==> src/rtl/fifo_defs.sv <==
// Shared FIFO definitions: depth derivation, default thresholds and read-mode
// constants common to the sync and async FIFO families.
package fifo_defs;

  localparam int MODE_STD  = 0;
  localparam int MODE_FWFT = 1;

  localparam int DEF_DATA_WIDTH    = 8;
  localparam int DEF_ADDR_WIDTH    = 4;
  localparam int DEF_AEMPTY_THRESH = 2;
  localparam int DEF_AFULL_MARGIN  = 2;

  function automatic int depth_of(input int addr_width);
    return 1 << addr_width;
  endfunction

endpackage

==> src/rtl/sync_fifo_flags_if.sv <==
// Push/pop, status and error bundle of the single-clock flagged FIFO; the
// fifo sits on the slave side, its producer/consumer on the master side.
interface sync_fifo_flags_if #(
  parameter int DATA_WIDTH = 8,
  parameter int ADDR_WIDTH = 4
);

  logic                  wr_en;
  logic [DATA_WIDTH-1:0] wr_data;
  logic                  rd_en;
  logic                  clr_err;
  logic [DATA_WIDTH-1:0] rd_data;
  logic                  rd_valid;
  logic                  full;
  logic                  empty;
  logic                  almost_full;
  logic                  almost_empty;
  logic [ADDR_WIDTH:0]   count;
  logic                  overflow;
  logic                  underflow;

  modport master (
    output wr_en, wr_data, rd_en, clr_err,
    input  rd_data, rd_valid, full, empty, almost_full, almost_empty,
           count, overflow, underflow
  );

  modport slave (
    input  wr_en, wr_data, rd_en, clr_err,
    output rd_data, rd_valid, full, empty, almost_full, almost_empty,
           count, overflow, underflow
  );

endinterface

==> src/rtl/fifo_dpram.sv <==
// Simple dual-port RAM: synchronous write, asynchronous read (zero latency).
// No backpressure; contents are never reset.
module fifo_dpram
  import fifo_defs::*;
#(
  parameter int DATA_WIDTH = DEF_DATA_WIDTH,
  parameter int ADDR_WIDTH = DEF_ADDR_WIDTH
) (
  input  logic                  clk,
  input  logic                  wr_en,
  input  logic [ADDR_WIDTH-1:0] wr_addr,
  input  logic [DATA_WIDTH-1:0] wr_data,
  input  logic [ADDR_WIDTH-1:0] rd_addr,
  output logic [DATA_WIDTH-1:0] rd_data
);

  logic [DATA_WIDTH-1:0] mem [depth_of(ADDR_WIDTH)];

  always_ff @(posedge clk) begin
    if (wr_en) mem[wr_addr] <= wr_data;
  end

  assign rd_data = mem[rd_addr];

endmodule

==> src/rtl/sync_fifo_flags.sv <==
// Single-clock FIFO with count, almost flags, sticky errors; read latency 1 (std) or 0 (FWFT).
// Backpressure via full/empty: writes while full and reads while empty are dropped and flagged.
module sync_fifo_flags
  import fifo_defs::*;
#(
  parameter int DATA_WIDTH    = DEF_DATA_WIDTH,
  parameter int ADDR_WIDTH    = DEF_ADDR_WIDTH,
  parameter int FWFT          = MODE_STD,
  parameter int AFULL_THRESH  = depth_of(ADDR_WIDTH) - DEF_AFULL_MARGIN,
  parameter int AEMPTY_THRESH = DEF_AEMPTY_THRESH
) (
  input  logic             clk,
  input  logic             reset,
  sync_fifo_flags_if.slave f
);

  localparam int DEPTH = depth_of(ADDR_WIDTH);
  localparam int CW    = ADDR_WIDTH + 1;

  if (AEMPTY_THRESH < 0 || AEMPTY_THRESH >= AFULL_THRESH || AFULL_THRESH > DEPTH) begin : g_bad_thresh
    $error("sync_fifo_flags: illegal AFULL_THRESH/AEMPTY_THRESH");
  end
  if (FWFT != MODE_STD && FWFT != MODE_FWFT) begin : g_bad_mode
    $error("sync_fifo_flags: illegal FWFT mode");
  end

  logic [ADDR_WIDTH:0]   wr_ptr, rd_ptr, cnt;
  logic [DATA_WIDTH-1:0] mem_rd;
  logic                  full, empty, wa, ra, ovf, udf;

  assign full  = (cnt == CW'(DEPTH));
  assign empty = (cnt == '0);
  assign wa    = f.wr_en & ~full;
  assign ra    = f.rd_en & ~empty;

  fifo_dpram #(
    .DATA_WIDTH (DATA_WIDTH),
    .ADDR_WIDTH (ADDR_WIDTH)
  ) u_ram (
    .clk     (clk),
    .wr_en   (wa),
    .wr_addr (wr_ptr[ADDR_WIDTH-1:0]),
    .wr_data (f.wr_data),
    .rd_addr (rd_ptr[ADDR_WIDTH-1:0]),
    .rd_data (mem_rd)
  );

  // Pointers carry one extra bit and wrap modulo 2*DEPTH; count is kept separately.
  always_ff @(posedge clk) begin
    if (reset) begin
      wr_ptr <= '0;
      rd_ptr <= '0;
      cnt    <= '0;
      ovf    <= 1'b0;
      udf    <= 1'b0;
    end else begin
      if (wa) wr_ptr <= wr_ptr + 1'b1;
      if (ra) rd_ptr <= rd_ptr + 1'b1;
      case ({wa, ra})
        2'b10:   cnt <= cnt + 1'b1;
        2'b01:   cnt <= cnt - 1'b1;
        default: cnt <= cnt;
      endcase
      ovf <= (f.wr_en & full)  | (ovf & ~f.clr_err);
      udf <= (f.rd_en & empty) | (udf & ~f.clr_err);
    end
  end

  assign f.count        = cnt;
  assign f.full         = full;
  assign f.empty        = empty;
  assign f.almost_full  = (cnt >= CW'(AFULL_THRESH));
  assign f.almost_empty = (cnt <= CW'(AEMPTY_THRESH));
  assign f.overflow     = ovf;
  assign f.underflow    = udf;

  if (FWFT == MODE_FWFT) begin : g_fwft
    assign f.rd_data  = mem_rd;
    assign f.rd_valid = ~empty;
  end else begin : g_std
    logic [DATA_WIDTH-1:0] rd_data_q;
    logic                  rd_valid_q;

    always_ff @(posedge clk) begin
      if (reset) begin
        rd_data_q  <= '0;
        rd_valid_q <= 1'b0;
      end else begin
        rd_valid_q <= ra;
        if (ra) rd_data_q <= mem_rd;
      end
    end

    assign f.rd_data  = rd_data_q;
    assign f.rd_valid = rd_valid_q;
  end

endmodule

==> src/flat_wrapper.sv <==
// flat-port wrapper written by rule: the top's interface ports become plain ports
module sync_fifo_flags_flat import fifo_defs::*;
#(
  parameter int DATA_WIDTH    = DEF_DATA_WIDTH,
  parameter int ADDR_WIDTH    = DEF_ADDR_WIDTH,
  parameter int FWFT          = MODE_STD,
  parameter int AFULL_THRESH  = depth_of(ADDR_WIDTH) - DEF_AFULL_MARGIN,
  parameter int AEMPTY_THRESH = DEF_AEMPTY_THRESH
)
  (clk, reset, f_wr_en, f_wr_data, f_rd_en, f_clr_err, f_rd_data, f_rd_valid, f_full, f_empty, f_almost_full, f_almost_empty, f_count, f_overflow, f_underflow);
  sync_fifo_flags_if #(.DATA_WIDTH(DATA_WIDTH), .ADDR_WIDTH(ADDR_WIDTH)) f_i ();
  input  logic clk;
  input  logic reset;
  input wire logic [$bits(f_i.wr_en)-1:0] f_wr_en;
  input wire logic [$bits(f_i.wr_data)-1:0] f_wr_data;
  input wire logic [$bits(f_i.rd_en)-1:0] f_rd_en;
  input wire logic [$bits(f_i.clr_err)-1:0] f_clr_err;
  output wire logic [$bits(f_i.rd_data)-1:0] f_rd_data;
  output wire logic [$bits(f_i.rd_valid)-1:0] f_rd_valid;
  output wire logic [$bits(f_i.full)-1:0] f_full;
  output wire logic [$bits(f_i.empty)-1:0] f_empty;
  output wire logic [$bits(f_i.almost_full)-1:0] f_almost_full;
  output wire logic [$bits(f_i.almost_empty)-1:0] f_almost_empty;
  output wire logic [$bits(f_i.count)-1:0] f_count;
  output wire logic [$bits(f_i.overflow)-1:0] f_overflow;
  output wire logic [$bits(f_i.underflow)-1:0] f_underflow;
  assign f_i.wr_en = f_wr_en;
  assign f_i.wr_data = f_wr_data;
  assign f_i.rd_en = f_rd_en;
  assign f_i.clr_err = f_clr_err;
  assign f_rd_data = f_i.rd_data;
  assign f_rd_valid = f_i.rd_valid;
  assign f_full = f_i.full;
  assign f_empty = f_i.empty;
  assign f_almost_full = f_i.almost_full;
  assign f_almost_empty = f_i.almost_empty;
  assign f_count = f_i.count;
  assign f_overflow = f_i.overflow;
  assign f_underflow = f_i.underflow;
  sync_fifo_flags #(.DATA_WIDTH(DATA_WIDTH), .ADDR_WIDTH(ADDR_WIDTH), .FWFT(FWFT), .AFULL_THRESH(AFULL_THRESH), .AEMPTY_THRESH(AEMPTY_THRESH)) u_core (.clk(clk), .reset(reset), .f(f_i));
endmodule
==> config.mk <==
export PLATFORM = sky130hd
export DESIGN_NAME = sync_fifo_flags_flat
export DESIGN_NICKNAME = d
export VERILOG_FILES = /design/src/rtl/fifo_defs.sv /design/src/rtl/sync_fifo_flags_if.sv /design/src/rtl/fifo_dpram.sv /design/src/rtl/sync_fifo_flags.sv /design/src/flat_wrapper.sv
export SDC_FILE = /design/constraint.sdc
export NUM_CORES = 1
export LEC_CHECK = 0
export BUFFER_PORTS_ARGS = -buffer_cell sky130_fd_sc_hd__buf_2
export CAP_MARGIN = 40
export CORE_MARGIN = 2
export CORE_UTILIZATION = 45
export CTS_BUF_LIST = sky130_fd_sc_hd__clkbuf_8 sky130_fd_sc_hd__clkbuf_16
export CTS_CLUSTER_DIAMETER = 50
export DETAILED_ROUTE_END_ITERATION = 10
export GPL_TIMING_DRIVEN = 0
export PLACE_DENSITY_LB_ADDON = 0.08
export SLEW_MARGIN = 20
export SYNTH_ARGS = -nofsm -noshare
export SYNTH_HDL_FRONTEND = slang
export SYNTH_SLANG_ARGS = --single-unit
==> constraint.sdc <==
create_clock -name clk -period 3.9 [get_ports clk]
set_input_delay 0.78 -clock clk [delete_from_list [all_inputs] [get_ports clk]]
set_output_delay 0.78 -clock clk [all_outputs]
set_load 0.01 [all_outputs]
**After elaboration in Yosys (flattened, before gate mapping)**

Memory sizes are Yosys's and may differ from the RTL's. A register that Yosys moved wholly into a read port is not among the register bits.
Cells that the tools add are included.

- Flip-flop bits (word level): 18
- Bits in writable memories: 128
- Output and inout port bits: 20
- Word-level logic and storage cells: 32
- Memories: 1

Memories:

| name | depth | bits a word | read ports | clocked after Yosys merged registers in | wr ports | RTL line | source |
|---|---|---|---|---|---|---|---|
| u_core.u_ram.mem | 16 | 8 | 1 | 1 | 1 | fifo_dpram.sv:17 | `logic [DATA_WIDTH-1:0] mem [depth_of(ADDR_WIDTH)];` |

- Add/subtract/negate cells: 4
- Order comparisons: 2
- Equality and inequality tests: 3
- Multiplexer cells: 3
- Bitwise gates (word level): 11
- Reductions and logical operators: 2

Operator list:

| kind | count |
|---|---|
| $add A5 B1 Y5 const B | 3 |
| $pmux W5 S2 | 1 |
| $and A1 B1 Y1 | 6 |
| $eq A5 B5 Y1 const B | 1 |
| $ge A5 B4 Y1 const B | 1 |
| $le A5 B2 Y1 const B | 1 |
| $logic_not A5 Y1 | 1 |
| $sub A5 B1 Y5 const B | 1 |
| $not A1 Y1 | 3 |
| $eq A2 B1 Y1 const B | 1 |
| $eq A2 B2 Y1 const B | 1 |
| $mux W1 | 2 |
| $or A1 B1 Y1 | 2 |
| $reduce_bool A2 Y1 | 1 |

**Depth between registers and ports, before layout**

Gate-level depths: netlist of the first run.

- Depth in word-level cells: 5
- Gate-level depth with buffers: 14
- Gate-level depth less buffers: 11

**By module**

From an unflattened synthesis of the first run, not the netlist that was laid out.

- Cell total of the unflattened synthesis: 351
- Area, all modules: 6190.9 um^2

Modules (own cells, without submodules):

| module | times used | cells an instance | area each (um^2) | seq. area each (um^2) |
|---|---|---|---|---|
| fifo_dpram | 1 | 221 | 4987.3 | 3843.7 |
| sync_fifo_flags | 1 | 130 | 1203.7 | 480.5 |

**Worst setup path before layout of the first run**

Ideal clock, no wire load.

- Path kind: register to register
- Start point: reg u_core.cnt[1] (netlist: u_core.f.count[1])
- End point: reg u_core.cnt[4] (netlist: u_core.f.count[4])
- Library setup time: 0.121 ns
- Arrival: 2.938 ns
- Data required time: 3.779 ns
- Path slack: 0.841 ns
- Stages on the path, launching flop included: 15
- Buffers on the path: 3
- Period minus slack after synthesis: 3.059 ns
- Cell sequence: dfxtp_1 > buf_6 > or4_4 > o21ai_4 > inv_2 > buf_6 > ha_1 > clkbuf_1 > xor2_1 > ha_1 > a21oi_1 > nand2b_1 > a21o_1 > a21oi_1 > mux2_2

- Longest elaborated chain between the ends: 5
- Elaborated cells on any way between the ends: 12
- Classes of those cells: add/sub: 2; eq/ne: 3; mux: 1; bitwise: 4; reduce/logical: 2

RTL lines:

| element | RTL line | source |
|---|---|---|
| start: declaration | sync_fifo_flags.sv:27 | `logic [ADDR_WIDTH:0] wr_ptr, rd_ptr, cnt;` |
| start signal: assignment | sync_fifo_flags.sv:60 | `2'b10: cnt <= cnt + 1'b1;` |
| start signal: assignment | sync_fifo_flags.sv:61 | `2'b01: cnt <= cnt - 1'b1;` |
| start signal: assignment | sync_fifo_flags.sv:62 | `default: cnt <= cnt;` |
| $logic_not A5 Y1 (*) | sync_fifo_flags.sv:32 | `assign empty = (cnt == '0);` |
| $not A1 Y1 (*) | sync_fifo_flags.sv:34 | `assign ra = f.rd_en & ~empty;` |
| $and A1 B1 Y1 (*) | sync_fifo_flags.sv:34 |  |
| via u_core.ra | sync_fifo_flags.sv:29 | `logic full, empty, wa, ra, ovf, udf;` |
| $eq A2 B1 Y1 / $eq A2 B2 Y1 (equally long branches) | sync_fifo_flags.sv:59 | `case ({wa, ra})` |
| $pmux W5 S2 / $reduce_bool A2 Y1 (equally long branches) | n/a |  |

The timed path passes the listed nets; every way through them passes the cells marked *.
A chain may end at the register's enable or synchronous reset.

**Worst setup path after layout of the first run**

Same ends and word-level chain as after synthesis.

==> results of run 1 <==
## Yosys cell counts, types with 4 or more instances
| library cell | count | share of area |
|---|---|---|
| a211oi_1 | 8 | 0.0098 |
| a21oi_1 | 8 | 0.0065 |
| buf_6 | 4 | 0.0073 |
| edfxtp_1 | 128 | 0.63 |
| nor4_1 | 10 | 0.010 |
| inv_1 | 4 | 0.0024 |
| nand2_1 | 12 | 0.0073 |
| nor3_1 | 4 | 0.0033 |
| nand2b_1 | 5 | 0.0051 |
| ha_1 | 9 | 0.018 |
| o22ai_1 | 34 | 0.035 |
| dfxtp_1 | 24 | 0.078 |
| xor2_1 | 5 | 0.0071 |
| mux2i_1 | 65 | 0.11 |
| nor2_1 | 41 | 0.025 |
| buf_2 | 8 | 0.0065 |
| clkbuf_1 | 8 | 0.0049 |
## worst paths after layout
check,cells after the start,endpoint,from
setup / recovery,14,u_core.f.count[4],u_core.f.count[1]
setup reg to reg,14,u_core.f.count[4],u_core.f.count[1]
hold reg to reg,2,u_core.f.rd_data[1],u_core.f.rd_data[1]
hold / removal,2,u_core.f.rd_data[1],u_core.f.rd_data[1]
## worst max-delay path, cell delays in order, from the launching register on
cell	delay [ps]
dfxtp_1	320
buf_6	140
or4_4	540
o21ai_4	220
inv_2	70
buf_6	150
ha_1	200
clkbuf_1	210
xor2_1	190
ha_1	200
a21oi_1	200
nand2b_1	80
a21o_1	180
a21oi_1	160
mux2_2	350
## per-layer routing
layer	vias to the layer above	routed length, um	track usage
met5	-	0	0
met4	0	125	0.0705
met3	6	697	0.0465
met2	80	6730	0.307
met1	1756	5840	0.257
li1	1684	-	-
## power breakdown
| group | switching, W | total, W | internal (W) | leakage, nW |
|---|---|---|---|---|
| sequential | 0.0000714 | 0.00195 | 0.00188 | 1.35 |
| combinational | 0.000504 | 0.000831 | 0.000327 | 0.766 |
| clock | 0.000606 | 0.00165 | 0.00104 | 0.311 |
## through the flow
stage	util	setup slack (ps)	instances	instance area, um^2
floorplan	-	841	410	6150
global placement	0.491	575	617	6520
detailed placement	0.493	525	620	6560
CTS	0.539	575	652	7160
global route	0.541	437	656	7190
finish	0.541	592	656	7190
## cell families after synthesis
family	count (synthesis)	synth area share
and+or+nand+nor	87	0.0686
xor gates and xnor gates	9	0.0140
adders and majority gates	9	0.0183
DFF	152	0.703
AOI/OAI and AO/OA	59	0.0637
buffers and inverters	28	0.0242
muxes	66	0.108
## state kept, by name (all words and copies together) (netlist names)
signal,cells
u_core.f.rd_data,8
u_core.rd_ptr,4
u_core.u_ram.mem,128
u_core.f.count,5
u_core.wr_ptr,4
u_core.f.underflow,1
u_core.f.rd_valid,1
u_core.f.overflow,1
## cell type report
class / instances / area, um^2
Inverter: 5 / 18.8
Clock inverter: 12 / 136
Timing Repair Buffer: 38 / 208
Multi-Input combinational cell: 230 / 1690
Buffer: 23 / 130
Clock buffer: 20 / 467
Fill cell: 1086 / 6100
Tap cell: 176 / 220
Sequential cell: 152 / 4320
==> impl_metrics.ini, run 1 <==
[yosys]
synth_ff_type = edfxtp_1
synth_warnings = 0
ys_types = 40
synth_area_um2 = 6150
async_flop_share = 0
ys_seq_area_frac = 0.703
synth_nets = 432
syn_avg_cell_area_um2 = 15.0
synthCells = 410
ys_ff_latch = 152
synth_enable_flop_cells = 128

[timing]
max_slew.worst_pin.slew_ps = 783
fmax_ghz = 0.302
hold_viol_final = 0
slew_headroom = 0.476
holdWs_ps = 497
rsz0062_at_grt = false
maxSlewViolCount = 0
skew_ps = 20.1
min_period_ps = 3310
setup_viol = 0
fin_crit_sh = 0.848
tns_ps = 0

[global_routing]
grt_max_degree = 17
grt_pass1_wl_mm = 20.0
grt_overflow = 0
grt_pass1_vias = 3379
grt_usage = 0.192
antenna_found_initial = 0

[floorplanning]
start_util = 0.462
die_height_um = 121
die_area_um2 = 14600
die_x_um = 121
pin_count = 33
coreArea_um2 = 13300
rows = 42

[critical_path]
start_kind = flip-flop
crit_type = reg -> reg
critPathArrivalTime_ps = 3610
required_ps = 4200
r2r_slack_ps = 590
crit_path_max_fanout = 11
end_kind = flip-flop

[placed_design]
place_hpwl_mm = 9.05
place_congestion = 0.860
place.port_buffers = 31

[final_layout]
drive_gt1_frac = 0.188
num_antenna_cells = 0
area_growth_pct = 17.0
final_cell_mix = edfxtp_1 (128), mux2i_1 (65), nor2_1 (41)
final_nets = 489
layout_commonest_cell = edfxtp_1

[clock_network]
cts-htree-levels = 4
clk_path_buf_depth = 2
hold_buffers = 0
post-cts-setup-buffers = 0
cts_root_buf = clkbuf_16
clock_sinks = 152
insertion_delay_ps = 420
cts.repair.resized = 0
clk_pin_slew_ps = 60
cts_buffers = 17
cts_tree = yes

[pwr]
ir_worst_vdd_v = 0.000312
p_per_area_nw_per_um2 = 617
leakage_nw = 2.43
total_power_w = 0.00444

[drt]
antenna_left = 0
vias_per_cell = 5.38
drt_iter0_drc = 225
drc_errors = 0
via_count = 3526
wire_per_inst_um = 20.4
wirelength_mm = 13.4
drt_first_pass_iters = 6

[run_status]
outcome = complete, no violations

[worst_hold_path]
hold_path_class = reg -> reg

[flow_run]
maxCapViolations = 0
Note: power is estimated with default switching activity, not from simulation.
==> inputs of run 2 (changes only) <==
--- a/config.mk
+++ b/config.mk
@@ -5,6 +5,7 @@
 export SDC_FILE = /design/constraint.sdc
 export NUM_CORES = 1
 export LEC_CHECK = 0
+export ABC_AREA = 1
 export BUFFER_PORTS_ARGS = -buffer_cell sky130_fd_sc_hd__buf_2
 export CAP_MARGIN = 40
 export CORE_MARGIN = 2
==> constraint.sdc (replaced) <==
create_clock -name clk -period 2.9 [get_ports clk]
set_input_delay 0.58 -clock clk [delete_from_list [all_inputs] [get_ports clk]]
set_output_delay 0.58 -clock clk [all_outputs]
set_load 0.01 [all_outputs]
==> run 2 against run 1 <==
Compared with the run above:
- setup slack got worse by 180 ps
- utilization is 1.3 points lower
- die area increased by 8.9%
- register-to-register slack got worse by 180 ps
- clock skew is 15 ps lower
- flip-flop and latch count unchanged
- routed wire length up 18%
- synthesized cell count up 69%
- clock power up 27%
- critical path depth rose by 2
- critical path type unchanged
- largest cell class unchanged
- largest power group unchanged
==> impl_metrics.ini, run 2 <==
[run_status]
outcome = complete, no violations

[floorplanning]
start_util = 0.462
rows = 44
coreArea_um2 = 14500
die_area_um2 = 15900
pin_count = 33
die_height_um = 126
die_x_um = 126

[global_routing]
grt_pass1_vias = 4647
grt_usage = 0.210
grt_max_degree = 17
antenna_found_initial = 0
grt_pass1_wl_mm = 24.8
grt_overflow = 0

[pwr]
p_per_area_nw_per_um2 = 856
leakage_nw = 3.37
comb_power_share = 0.285
power.share.switching = 0.329
ir_worst_vdd_v = 0.000812
p_clk_frac = 0.319
p_seq_frac = 0.396
intPower_w = 0.00441
switchingPower_w = 0.00217

[drt]
vias_per_cell = 5.00
wirelength_mm = 15.8
antenna_left = 0
via_count = 4697
wire_per_inst_um = 16.8
drc_errors = 0
drt_iter0_drc = 286
drt_first_pass_iters = 5

[final_layout]
layout_commonest_cell = nand2_1
largest_reg_flops = 128
final_cell_mix = nand2_1 (239), edfxtp_1 (128), inv_1 (96)
regMostFlops = u_core.u_ram.mem
drive_gt1_frac = 0.124
num_antenna_cells = 0
final_nets = 765
area_growth_pct = 14.4

[yosys]
ys_types = 29
synth-simple-area-share = 0.235
ys_ff_latch = 152
async_flop_share = 0
synthCells = 692
netlist_top_cells_count = nand2_1 (239), edfxtp_1 (128), nand3_1 (94)
synthMuxAreaShare = 0
ys_seq_area_frac = 0.644
synth_compound_area_frac = 0.0164
synth_enable_flop_cells = 128
yosys.area_share.xor_xnor = 0.00522
synth_area_um2 = 6710
synth_nets = 714
synth_warnings = 0
synth_ff_type = edfxtp_1
synth_top_family_by_area = simple AND/OR/NAND/NOR gates
synth_most_common_cell = nand2_1
synth_adder_area_share = 0.0168
yosys.area.top_type = edfxtp_1
syn_avg_cell_area_um2 = 9.70
netlist_top_cells_area = edfxtp_1 (57%), nand2_1 (13%), dfxtp_1 (7.2%)
synth_top_area_share = 0.572

[clock_network]
cts_root_buf = clkbuf_16
clk_path_buf_depth = 2
cts-htree-levels = 4
clock_sinks = 152
cts.repair.resized = 0
clk_pin_slew_ps = 60
hold_buffers = 0
post-cts-setup-buffers = 0
insertion_delay_ps = 420
cts_tree = yes
cts_buffers = 17

[critical_path]
cpLargestDelayFamily = simple AND/OR/NAND/NOR gates
crit_type = reg -> reg
cp_slowest_cell = dfxtp_1
end_kind = flip-flop
cp_cell_sequence = inv_1, nand4_2, nand2_2, inv_2, buf_6, ha_1, xor2_1, ha_1, inv_1, nand2_1, nand3_1, nand2_1, nand2_1, nand2_1, nand2_1, a21oi_1
max_stage_delay_ps = 420
crit_path_max_fanout = 11
critPathArrivalTime_ps = 2830
start_kind = flip-flop
required_ps = 3250
cp.buffers_inverters = 4
path_common_cell = nand2_1

[timing]
maxSlewViolCount = 0
rsz0062_at_grt = false
hold_viol_final = 0
slew_headroom = 0.447
fmax_ghz = 0.402
max_slew.worst_pin.slew_ps = 826
min_period_ps = 2490
tns_ps = 0
skew_ps = 5.40
fin_crit_sh = 0.857
setup_viol = 0
finalWorstSetupSlack_ps = 415

[placed_design]
place.port_buffers = 32
place_hpwl_mm = 10.8
dp_slack_ps = 416
place_congestion = 0.883

[flow_run]
maxCapViolations = 0

[worst_hold_path]
hold_path_class = in -> reg
## run 2: final timing paths
kind	startpoint	cells after the start	slack, ps	end
setup / recovery	u_core.f.count[0]	16	410	u_core.f.count[4]
hold reg to reg	u_core.f.underflow	2	470	u_core.f.underflow
hold / removal	f_wr_en	3	430	u_core.f.overflow
setup reg to reg	u_core.f.count[0]	16	410	u_core.f.count[4]
## run 2: per-stage QoR
step | total power, W | cell area [um^2] | utilization | std cells | hold slack (ps)
final | 0.00658 | 7680 | 0.528 | 940 | 427
after global routing | 0.00698 | 7680 | 0.528 | 940 | 427
after CTS | 0.00662 | 7680 | 0.528 | 940 | 415
after detailed placement | 0.00452 | 7100 | 0.489 | 908 | 460
after global placement | 0.00450 | 7100 | 0.489 | 908 | 450
after floorplan | 0.00391 | 6710 | - | 692 | 478
## run 2: area by class of cell
class                   count  area (um^2)
fillers                  1322         6850
flip-flops and latches    152         4320
multi-input cells         411         1840
clock buffers              22          528
inverters                  99          372
well taps                 184          230
plain buffers              30          180
repair buffers             32          160
clock inverters            10         47.5
## run 2: metal layers
| metal | vias to the layer above | wire length, um | track usage |
|---|---|---|---|
| met3 | 25 | 717 | 0.0510 |
| met4 | 0 | 223 | 0.0549 |
| li1 | 2329 | - | - |
| met1 | 2245 | 6930 | 0.261 |
| met5 | - | 0 | 0 |
| met2 | 98 | 7940 | 0.367 |
## run 2: logic make-up after synthesis
family,Yosys count
AND/OR/NAND/NOR,379
flip-flops,152
XOR/XNOR,4
buffers and inverters,129
AO/OA/AOI/OAI,19
adder cells (fa/ha/maj),9
## run 2: power by group through the flow
stage               Combinational (W)  Sequential [W]  Clock [W]
finish                        0.00187         0.00260    0.00210
global route                  0.00211         0.00262    0.00224
CTS                           0.00188         0.00260    0.00213
detailed placement            0.00187         0.00265          0
global placement              0.00185         0.00264          0
floorplan                     0.00124         0.00268          0
## run 2: worst reg2reg max path, cell delays in order, from the launching register on
cell and delay [ps]:
dfxtp_1 420, inv_1 110, nand4_2 130, nand2_2 120, inv_2 190, buf_6 180, ha_1 300, xor2_1 220
ha_1 170, inv_1 30, nand2_1 90, nand3_1 110, nand2_1 70, nand2_1 40, nand2_1 50, nand2_1 50
a21oi_1 120
==> inputs of run 3 (changes only) <==
--- a/config.mk
+++ b/config.mk
@@ -14,7 +14,7 @@
 export CTS_CLUSTER_DIAMETER = 50
 export DETAILED_ROUTE_END_ITERATION = 10
 export GPL_TIMING_DRIVEN = 0
-export PLACE_DENSITY_LB_ADDON = 0.08
+export PLACE_DENSITY = 0.65
 export SLEW_MARGIN = 20
 export SYNTH_ARGS = -nofsm -noshare
 export SYNTH_HDL_FRONTEND = slang
==> run 3 against run 2 <==
Compared with the run above:
- final cell count up 0.11%
- sequential share of layout area about the same
- die area unchanged
- routed wire length is 1.5% lower
- register-to-register slack improved by 50 ps
- fmax rose by 2.1%
- combinational power about the same
- utilization hardly changed
- worst hold slack lost 0.94 ps
- clock power up 2%
- clock skew rose by 0.90 ps
- total power rose by 0.68%
- largest cell class unchanged
==> impl_metrics.ini, run 3 (same netlist as run 2, synthesis figures left out) <==
[run_status]
outcome = complete, no violations

[worst_hold_path]
holdCritStartpoint = f_wr_en
hold_path_class = in -> reg

[critical_path]
required_ps = 3250
end_kind = flip-flop
critPathArrivalTime_ps = 2790
crit_type = reg -> reg
start_kind = flip-flop
crit_path_max_fanout = 11
startpoint = u_core.f.count[0]
rr_startpoint = u_core.f.count[0]

[drt]
drc_errors = 0
wirelength_mm = 15.6
drt_iter0_drc = 503
antenna_left = 0
drt_first_pass_iters = 5
wire_per_inst_um = 16.5
via_count = 4764
vias_per_cell = 5.06

[clock_network]
clk_pin_slew_ps = 60
post-cts-setup-buffers = 0
hold_buffers = 0
cts_buffers = 17
clk_path_buf_depth = 2
clock_sinks = 152
cts_root_buf = clkbuf_16
cts_tree = yes
cts-htree-levels = 4
insertion_delay_ps = 420
cts.repair.resized = 0

[final_layout]
seqCellArea_um2 = 4320
regMostFlops = u_core.u_ram.mem
final_nets = 766
largest_reg_flops = 128
final_core_util = 0.528
layout_commonest_cell = nand2_1
num_antenna_cells = 0
drive_gt1_frac = 0.122
final_cell_mix = nand2_1 (239), edfxtp_1 (128), inv_1 (96)
area_growth_pct = 14.4
nFillCells = 1344
multiInputGateArea_um2 = 1840

[floorplanning]
die_x_um = 126
coreArea_um2 = 14500
rows = 44
die_area_um2 = 15900
pin_count = 33
die_height_um = 126
start_util = 0.462

[global_routing]
grt_overflow = 0
grt_usage = 0.207
antenna_found_initial = 0
grt_max_degree = 17
grt_pass1_wl_mm = 24.4
grt_pass1_vias = 4580

[timing]
slew_headroom = 0.444
maxSlewViolCount = 0
rsz0062_at_grt = false
finalWorstSetupSlack_ps = 465
skew_ps = 6.30
hold_viol_final = 0
max_slew.worst_pin.slew_ps = 830
setup_viol = 0
min_period_ps = 2440
fin_crit_sh = 0.840
fmax_ghz = 0.411
tns_ps = 0

[placed_design]
dp_slack_ps = 442
place.port_buffers = 32
place_hpwl_mm = 10.7
place_congestion = 0.913

[pwr]
leakage_nw = 3.37
p_per_area_nw_per_um2 = 862
ir_worst_vdd_v = 0.000806

[flow_run]
maxCapViolations = 0
run 3: changes by cell type in the layout (fill, tap and decap cells not counted):
cell,previous run,this run
buf_4,7,8
bufinv_16,0,3
clkbuf_16,20,17
clkbuf_8,2,0
clkinv_1,2,5
clkinv_2,5,4
run 3: through the flow:
stage	instance area, um^2	std cells	hold slack (ps)	power [W]
3_5_place_dp	7100	908	456	0.00451
3_3_place_gp	7100	908	449	0.00447
4_1_cts	7670	940	412	0.00664
6_report	7680	941	426	0.00662
2_1_floorplan	6710	692	478	0.00391
5_1_grt	7680	941	434	0.00700
run 3: cell type report:
| cell class | count | area share |
|---|---|---|
| Buffer | 30 | 0.0235 |
| Clock buffer | 17 | 0.0554 |
| Clock inverter | 15 | 0.0187 |
| Inverter | 99 | 0.0484 |
| Multi-Input combinational cell | 411 | 0.239 |
| Sequential cell | 152 | 0.563 |
| Tap cell | 184 | 0.0300 |
| Timing Repair Buffer | 33 | 0.0218 |
run 3: power by group:
group	leakage (nW)	switching, W	internal [W]
Sequential	1.35	0.0000968	0.00251
Combinational	1.73	0.00123	0.000628
Clock	0.290	0.000826	0.00132
Total	3.37	0.00216	0.00446
run 3: final timing paths:
check	end	slack, ps	cells past startpoint
max	u_core.f.count[4]	460	16
min	u_core.f.overflow	430	3
max reg2reg	u_core.f.count[4]	460	16
min reg2reg	u_core.f.overflow	460	2
run 3: worst max-delay path, stage by stage (launching register included):
cell,delay [ps]
dfxtp_1,420
inv_1,110
nand4_2,120
nand2_2,120
inv_2,180
buf_6,170
ha_1,290
xor2_1,220
ha_1,170
inv_1,40
nand2_1,90
nand3_1,110
nand2_1,70
nand2_1,40
nand2_1,60
nand2_1,50
a21oi_1,110
run 3: per-layer routing:
| layer | global-route usage | share of wire |
|---|---|---|
| met5 | 0 | 0 |
| met4 | 0.0782 | 0.017 |
| met3 | 0.0429 | 0.055 |
| met2 | 0.336 | 0.49 |
| met1 | 0.274 | 0.44 |
